<file path="src/rtl/dsp_pipe_pkg.sv">
// Shared constants and helpers for the tapped delay pipeline: legal parameter
// ranges and the tap-select width derivation.
package dsp_pipe_pkg;

  localparam int DATA_WIDTH_MIN  = 1;
  localparam int DATA_WIDTH_MAX  = 48;
  localparam int DEPTH_MIN       = 1;
  localparam int DEPTH_MAX       = 8;
  localparam int DEFAULT_TAP_MIN = 0;

  function automatic int clog2(input int value);
    int width;
    width = 0;
    while ((1 << width) < value) width++;
    return width;
  endfunction

  // Tap values run 0..DEPTH inclusive, hence DEPTH+1 codes.
  function automatic int tap_width(input int depth);
    return clog2(depth + 1);
  endfunction

  function automatic bit params_legal(input int data_width, input int depth,
                                      input int default_tap);
    return (data_width >= DATA_WIDTH_MIN) && (data_width <= DATA_WIDTH_MAX) &&
           (depth >= DEPTH_MIN) && (depth <= DEPTH_MAX) &&
           (default_tap >= DEFAULT_TAP_MIN) && (default_tap <= depth);
  endfunction

endpackage

</file>
<file path="src/rtl/pipe_stage_syncrst.sv">
// One data-plus-valid pipeline register; flush clears only the valid flag.
module pipe_stage_syncrst #(
  parameter int DATA_WIDTH = 18
) (
  input  logic                  CLK,
  input  logic                  rst,
  input  logic                  C_ENABLE,
  input  logic                  flush,
  input  logic [DATA_WIDTH-1:0] d,
  input  logic                  d_valid,
  output logic [DATA_WIDTH-1:0] q,
  output logic                  q_valid
);

  always_ff @(posedge CLK) begin
    if (rst) begin
      q       <= '0;
      q_valid <= 1'b0;
    end else begin
      if (C_ENABLE) q <= d;
      // Flush beats the shift for the valid flag even when enabled.
      if (flush)         q_valid <= 1'b0;
      else if (C_ENABLE) q_valid <= d_valid;
    end
  end

endmodule

</file>
<file path="src/rtl/pipe_tap_syncrst.sv">
// Delay line of DEPTH register stages with a run-time selectable output tap;
// a fill counter suppresses out_valid until the new tap has been refilled.
module pipe_tap_syncrst
  import dsp_pipe_pkg::*;
#(
  parameter int  DATA_WIDTH  = 18,
  parameter int  DEPTH       = 4,
  parameter int  DEFAULT_TAP = 1,
  localparam int TAP_W       = tap_width(DEPTH)
) (
  input  logic                  CLK,
  input  logic                  rst,
  input  logic                  C_ENABLE,
  input  logic [DATA_WIDTH-1:0] in,
  input  logic                  in_valid,
  input  logic                  flush,
  input  logic [TAP_W-1:0]      tap_sel,
  input  logic                  tap_load,
  output logic [DATA_WIDTH-1:0] out,
  output logic                  out_valid,
  output logic [TAP_W-1:0]      tap_cur,
  output logic [TAP_W-1:0]      fill_cnt
);

  localparam logic [TAP_W-1:0] DEPTH_T       = TAP_W'(DEPTH);
  localparam logic [TAP_W-1:0] DEFAULT_TAP_T = TAP_W'(DEFAULT_TAP);

  if (!params_legal(DATA_WIDTH, DEPTH, DEFAULT_TAP)) begin : g_bad_params
    $error("pipe_tap_syncrst: illegal DATA_WIDTH/DEPTH/DEFAULT_TAP");
  end

  logic [DATA_WIDTH-1:0] stage_data [DEPTH];
  logic [DEPTH-1:0]      stage_vld;

  genvar gi;
  for (gi = 0; gi < DEPTH; gi++) begin : g_stage
    logic [DATA_WIDTH-1:0] d_in;
    logic                  v_in;
    if (gi == 0) begin : g_head
      assign d_in = in;
      assign v_in = in_valid;
    end else begin : g_link
      assign d_in = stage_data[gi-1];
      assign v_in = stage_vld[gi-1];
    end
    pipe_stage_syncrst #(.DATA_WIDTH(DATA_WIDTH)) u_stage (
      .CLK      (CLK),
      .rst      (rst),
      .C_ENABLE (C_ENABLE),
      .flush    (flush),
      .d        (d_in),
      .d_valid  (v_in),
      .q        (stage_data[gi]),
      .q_valid  (stage_vld[gi])
    );
  end

  logic [TAP_W-1:0] tap_cur_reg, tap_cur_next;
  logic [TAP_W-1:0] fill_cnt_reg, fill_cnt_next;

  // A load restarts the fill count even if C_ENABLE is low or the tap is unchanged.
  always_comb begin
    tap_cur_next  = tap_cur_reg;
    fill_cnt_next = fill_cnt_reg;
    if (tap_load) begin
      tap_cur_next  = (tap_sel > DEPTH_T) ? DEPTH_T : tap_sel;
      fill_cnt_next = '0;
    end else if (C_ENABLE && (fill_cnt_reg != DEPTH_T)) begin
      fill_cnt_next = fill_cnt_reg + 1'b1;
    end
  end

  always_ff @(posedge CLK) begin
    if (rst) begin
      tap_cur_reg  <= DEFAULT_TAP_T;
      fill_cnt_reg <= '0;
    end else begin
      tap_cur_reg  <= tap_cur_next;
      fill_cnt_reg <= fill_cnt_next;
    end
  end

  // Tap 0 is a pure combinational bypass of the input.
  always_comb begin
    out       = in;
    out_valid = in_valid;
    for (int k = 1; k <= DEPTH; k++) begin
      if (tap_cur_reg == TAP_W'(k)) begin
        out       = stage_data[k-1];
        out_valid = stage_vld[k-1] && (fill_cnt_reg >= tap_cur_reg);
      end
    end
  end

  assign tap_cur  = tap_cur_reg;
  assign fill_cnt = fill_cnt_reg;

endmodule
</file>
<file path="config.mk">
export PLATFORM = sky130hd
export DESIGN_NAME = pipe_tap_syncrst
export DESIGN_NICKNAME = d
export VERILOG_FILES = /design/src/rtl/dsp_pipe_pkg.sv /design/src/rtl/pipe_stage_syncrst.sv /design/src/rtl/pipe_tap_syncrst.sv
export SDC_FILE = /design/constraint.sdc
export NUM_CORES = 1
export LEC_CHECK = 0
export BUFFER_PORTS_ARGS = -buffer_cell sky130_fd_sc_hd__buf_2
export CORE_MARGIN = 4
export CORE_UTILIZATION = 42
export DETAILED_ROUTE_END_ITERATION = 6
export GPL_TIMING_DRIVEN = 1
export PLACE_DENSITY_LB_ADDON = 0.08
export SLEW_MARGIN = 20
export SYNTH_ARGS = -nofsm -noshare
export SYNTH_HDL_FRONTEND = slang
export SYNTH_SLANG_ARGS = --single-unit
</file>
<file path="constraint.sdc">
create_clock -name CLK -period 1.62 [get_ports CLK]
set_input_delay 0.081 -clock CLK [delete_from_list [all_inputs] [get_ports CLK]]
set_output_delay 0.081 -clock CLK [all_outputs]
set_load 0.01 [all_outputs]
</file>
* Word level (Yosys, flattened, before mapping) *
Index checks and enable logic that the tools add are counted.

word-level totals
  flip-flop bits (word level) = 82
  bits in latches = 0
  bits in writable memories = 0
  memory bits (read-only) = 0
  bits of input ports = 27
  memories kept = 0

operators by class
  add/subtract/negate cells = 1
  $mul = 0
  divide/modulo/power cells = 0
  order comparisons = 2
  equal/unequal tests = 5
  shift-type cells = 0
  multiplexer cells = 9
  bitwise logic cells = 0
  reduce and logical (&&, ||, !) cells = 7

operators with widths
  cell                                                              count
  18-bit two-way mux                                                4
  3-bit by 2-bit == test with 1-bit output (second input constant)  2
  1-bit logical AND                                                 5
  1-bit two-way mux                                                 4
  2-bit OR reduction                                                2
  3-bit by 1-bit adder with 3-bit output (second input constant)    1
  3-bit by 1-bit == test with 1-bit output (second input constant)  1
  3-bit == test (second input constant)                             1
  3-bit greater-or-equal comparator                                 1
  3-bit greater-than comparator (second input constant)             1
  3-bit two-way mux                                                 1
  3-bit != test (second input constant)                             1

* Logic depth before layout (Yosys ltp) *
  depth after elaboration = 6
  gate-level depth with buffers = 6

* Hierarchy *
Synthesis repeated with hierarchy kept, for this count alone.

second synthesis, totals
  cells, all modules = 439
  area total of the unflattened synthesis = 4,116.4 µm²

modules (own cells, without submodules)
  module              instances  cells each  area each (µm²)  seq. area each (µm²)
  pipe_stage_syncrst  4          61          684.4            380.4
  pipe_tap_syncrst    1          195         1,378.8          120.1

* Worst setup path after synthesis *
No wires, ideal clock.

  path kind = reg-to-output
  from = register tap_cur_reg[2], in the netlist tap_cur[2]
  to = output out_valid
  arrival = 1.430 ns
  required time = 1.539 ns
  slack = 0.109 ns
  stages on the path, launching flop included = 7
  path buffers = 2
  cell sequence = dfxtp_1 > inv_1 > buf_2 > buf_2 > ha_1 > a21oi_1 > o21ai_0

between the ends
  word-level cells in the longest chain between the ends = 6
  elaborated cells on any way between the ends = 13
  classes of those cells = order compare (1); eq/ne (4); mux (4); reduce/logical (4)

ends and longest elaborated chain
  item                               RTL line                source
  from (decl)                        pipe_tap_syncrst.sv:58  logic [TAP_W-1:0] tap_cur_reg, tap_cur_next;
  from (signal assigned)             pipe_tap_syncrst.sv:78  tap_cur_reg <= tap_cur_next;
  3-bit greater-or-equal comparator  pipe_tap_syncrst.sv:90  out_valid = stage_vld[k-1] && (fill_cnt_reg >= tap_cur_reg);
  1-bit logical AND                  pipe_tap_syncrst.sv:90
  1-bit two-way mux (3 in series)    pipe_tap_syncrst.sv:88  if (tap_cur_reg == TAP_W'(k)) begin
  1-bit two-way mux *                pipe_tap_syncrst.sv:88
  to (decl)                          pipe_tap_syncrst.sv:20  output logic out_valid,

Mark *: on every way between the ends. The rest lies on a longest branch, timed or not.

* Final worst setup path *
  from = register tap_cur_reg[0], in the netlist tap_cur[0]
  to = output out[1]

between the ends
  word-level cells in the longest chain between the ends = 5
  elaborated cells on any way between the ends = 8
  classes of those cells = eq/ne (4); mux (4)

ends and longest elaborated chain
  item                                      RTL line                source
  3-bit by 1-bit == test with 1-bit output  pipe_tap_syncrst.sv:88
  18-bit two-way mux (3 in series)          pipe_tap_syncrst.sv:88
  18-bit two-way mux *                      pipe_tap_syncrst.sv:88
  to (decl)                                 pipe_tap_syncrst.sv:19  output logic [DATA_WIDTH-1:0] out,

Marked as above.

==> metrics.md <==
| Metric | Value |
|---|---|
| Crit path capture | `out[1]` |
| Register area share after synthesis | `0.424` |
| Critical path launch point type | `flip-flop` |
| Sequential Power Share | `0.484` |
| Die Height | `about 100 um` |
| Buf/Inv on CP | `4` |
| CP delay by family, top | `buffers and inverters` |
| Mapped Nets | `between 400 and 500` |
| Clock Pin Slew Worst Setup and Hold Paths | `roughly 0.08 ns` |
| Critical path depth in cells | `7` |
| Clock Tree Buf Depth | `2` |
| HP Class | `in2reg` |
| Register area | `~1600 um^2` |
| R2R cell count | `5` |
| Status | `finished with violations` |
| Setup CP Type | `reg2out` |
| Design area | `slightly below 5000 um^2` |
| R2r endpoint | `tap_cur[0]` |
| Max_cap viols | `0` |
| Slew @ Worst Pin | `0.356 ns` |
| Final setup vio count | `19` |
| Routability cong. | `roughly 0.70` |
| Critical path data arrival time | `1.75 ns` |
| CTS tree | `yes` |
| Pin count of the biggest net entering global routing | `53` |
| Die Wd | `roughly 100 um` |
| Internal | `~3.2 mW` |
| Drt initial violations | `between 70 and 80` |
| Comb pwr share | `0.170` |
| Slowest CP cell | `dfxtp_4` |
| DPL Wire Length | `around 5200 um` |
| DP Area | `roughly 4300 um^2` |
| Dpl cells | `roughly 520` |
| Crit end category | `output port` |
| Worst skew pair latency | `~0.35 ns` |
| Hold_ws | `between 0.01 and 0.015 ns` |
| H-tree depth | `3` |
| Ys Warns | `0` |
| Finished Layout Cells | `between 500 and 600` |
| Most common cell after layout, fill and taps aside | `mux2i_1` |
| Clk_skew | `0.00685 ns` |
| Largest register by flop count | `g_stage.u_stage.q` |
| Antenna fix cells | `0` |
| Reg2Reg Launch Point | `tap_cur[0]` |
| WP data required | `around 1.5 ns` |
| Area delta synth->final | `24.0%` |
| Port buffer count | `51` |
| R2R setup slack | `around 0.040 ns` |
| Initial core utilization | `0.438` |
| I/O pin count | `52` |
| Die area | `10800 um^2` |
| Fill count | `approximately 840` |
| Max Clk Rate | `~550 MHz` |
| PwrDens | `between 900 and 1000 nW/um^2` |
| Synth cell types | `24` |
| CP startpoint | `tap_cur[0]` |
| Worst slew margin | `0.763` |
| Avg WL per Cell | `around 15 um` |
| Detailed Routing Iterations Pass 1 | `4` |
| Switching Share | `0.263` |
| Failing checks | `setup timing` |
| Total Routed Length | `approximately 8200 um` |
| Multi-input gate area | `between 2000 and 2500 um^2` |
| GRT overflow | `0` |
| Final Max Slew Viols | `0` |
| Vias in the first global route | `about 2800` |
| Via count | `approximately 2900` |
| Max reg flops | `72` |
| Final worst setup slack | `-0.207 ns` |
| Seq cells post-synth | `between 80 and 90` |
| Antenna violations before repair | `0` |
| Clock sink total | `82` |
| CTS buffer count | `9` |
| Syn Inst Count | `377` |
| Final core utilization | `0.543` |
| Setup_tns | `-3.45 ns` |
| First-pass GRT wire length | `roughly 14000 um` |
| P_leak | `approximately 2.1 nW` |
| Crit-path cells | `buf_16 -> nor2_4 -> buf_6 -> buf_12 -> mux2i_1 -> o21ai_2 -> buf_2` |
| Worst-path fanout max | `6` |
| Ratio of cells with drive above 1 in the final layout | `0.263` |
| Worst VDD drop | `approximately 620 uV` |
| Nets@finish | `480` |
| Clock share of power | `0.346` |
| Largest regs | `g_stage.u_stage.q: 72 flops, g_stage.u_stage.q_valid: 4 flops` |
| RSZ-0062 raised after global routing | `true` |
| Overall routing resource usage | `0.158` |
| Mean Syn Cell Area | `approximately 10 um^2` |
| Fin. Hold Viols | `0` |
| Post-Syn Area | `roughly 3900 um^2` |
| Site Rows | `34` |
| Most frequent cells in the layout | `mux2i_1 (94), dfxtp_1 (80), nor2_1 (77)` |
| Core area | `roughly 9000 um^2` |
| Post-route clock period utilization | `1.13` |
| Avg Vias per Cell | `slightly above 5` |
| Crit-path max cell delay | `0.41 ns` |
| DRC errors left | `0` |
| Antenna-violating nets left | `0` |
| Net switching power | `roughly 1.2 mW` |
| Min cycle time layout | `1.83 ns` |
| Clock root buffer | `clkbuf_8` |
Yosys cell counts, drive strengths merged:
| library cell | n | area (um^2) |
|---|---|---|
| nand2 | 22 | 82.6 |
| buf | 18 | 135 |
| nor3 | 7 | 35.0 |
| o21ai | 20 | 100 |
| mux4 | 18 | 405 |
| a311oi | 1 | 8.76 |
| inv | 5 | 18.8 |
| xnor2 | 2 | 17.5 |
| a21oi | 5 | 25.0 |
| clkbuf | 12 | 45.0 |
| mux2i | 95 | 951 |
| dfxtp | 82 | 1640 |
| nand3 | 1 | 5.00 |
| a21boi | 1 | 11.3 |
| nand3b | 2 | 15.0 |
| xor2 | 1 | 8.76 |
| a21o | 1 | 7.51 |
| nand2b | 1 | 6.26 |
| nor2 | 78 | 293 |
| ha | 5 | 62.6 |
cell families (layout without fill, tap and decap cells):
| kind of cell | Yosys count | after routing | share of synthesized area |
|---|---|---|---|
| AOI/OAI and AO/OA | 28 | 28 | 0.0394 |
| xor gates and xnor gates | 3 | 3 | 0.00678 |
| adders and majority gates | 5 | 5 | 0.0161 |
| buffers and inverters | 35 | 111 | 0.0513 |
| DFF | 82 | 82 | 0.424 |
| muxes | 113 | 113 | 0.350 |
| and+or+nand+nor | 111 | 111 | 0.113 |
worst reg2reg max path, delay by kind of cell (launching register included):
family          cells  cell delay (ns)
buf+inv             3             0.85
flops               1             0.41
compound gates      2             0.21
routing by layer:
| layer | global-route usage | share of wire |
|---|---|---|
| met1 | 0.208 | 0.48 |
| met2 | 0.249 | 0.45 |
| met3 | 0.0478 | 0.044 |
| met4 | 0.0456 | 0.019 |
| met5 | 0 | 0 |
power by group through the flow:
stage                     logic [mW]  registers (mW)  clock network [mW]
after detailed placement       0.656            2.17                   0
after CTS                      0.752            2.13                1.57
final                          0.748            2.12                1.52
after floorplan                0.463            2.16                   0
after global placement         0.653            2.16                   0
after global routing           0.818            2.14                1.66
worst min-delay path by stage:
stage,from,cells past startpoint,endpoint,slack (ns)
6_report,in[8],3,g_stage[0].u_stage.q[8],0.01
5_1_grt,in[10],3,g_stage[0].u_stage.q[10],0.02
4_1_cts,in[3],3,g_stage[0].u_stage.q[3],0.0005
3_5_place_dp,flush,2,g_stage[1].u_stage.q_valid,0.31
3_3_place_gp,tap_sel[2],2,tap_cur[0],0.31
2_1_floorplan,flush,1,g_stage[0].u_stage.q_valid,0.16
layout make-up:
type / count / area share
repair buffers: 90 / 0.153
clock inverters: 5 / 0.0130
flip-flops and latches: 82 / 0.343
inverters: 5 / 0.00391
multi-input cells: 260 / 0.430
clock buffers: 11 / 0.0294
well taps: 108 / 0.0281
timing repair:
item                                   in CTS  in global routing
buffers inserted                            4                  1
endpoints found under the hold margin      19                  1
cloned                                      4                  0
gates resized for setup                    16                 10
pin swaps                                  16                  3
setup endpoints to repair                  19                 19
hold buffers                               14                  1
metrics by stage:
| step | power [mW] | setup slack [ns] |
|---|---|---|
| final | 4.39 | -0.207 |
| after global routing | 4.61 | -0.295 |
| after CTS | 4.44 | -0.222 |
| after detailed placement | 2.82 | 0.136 |
| after global placement | 2.82 | 0.123 |
| after floorplan | 2.62 | 0.109 |
Power figures use the tool's default switching activity.
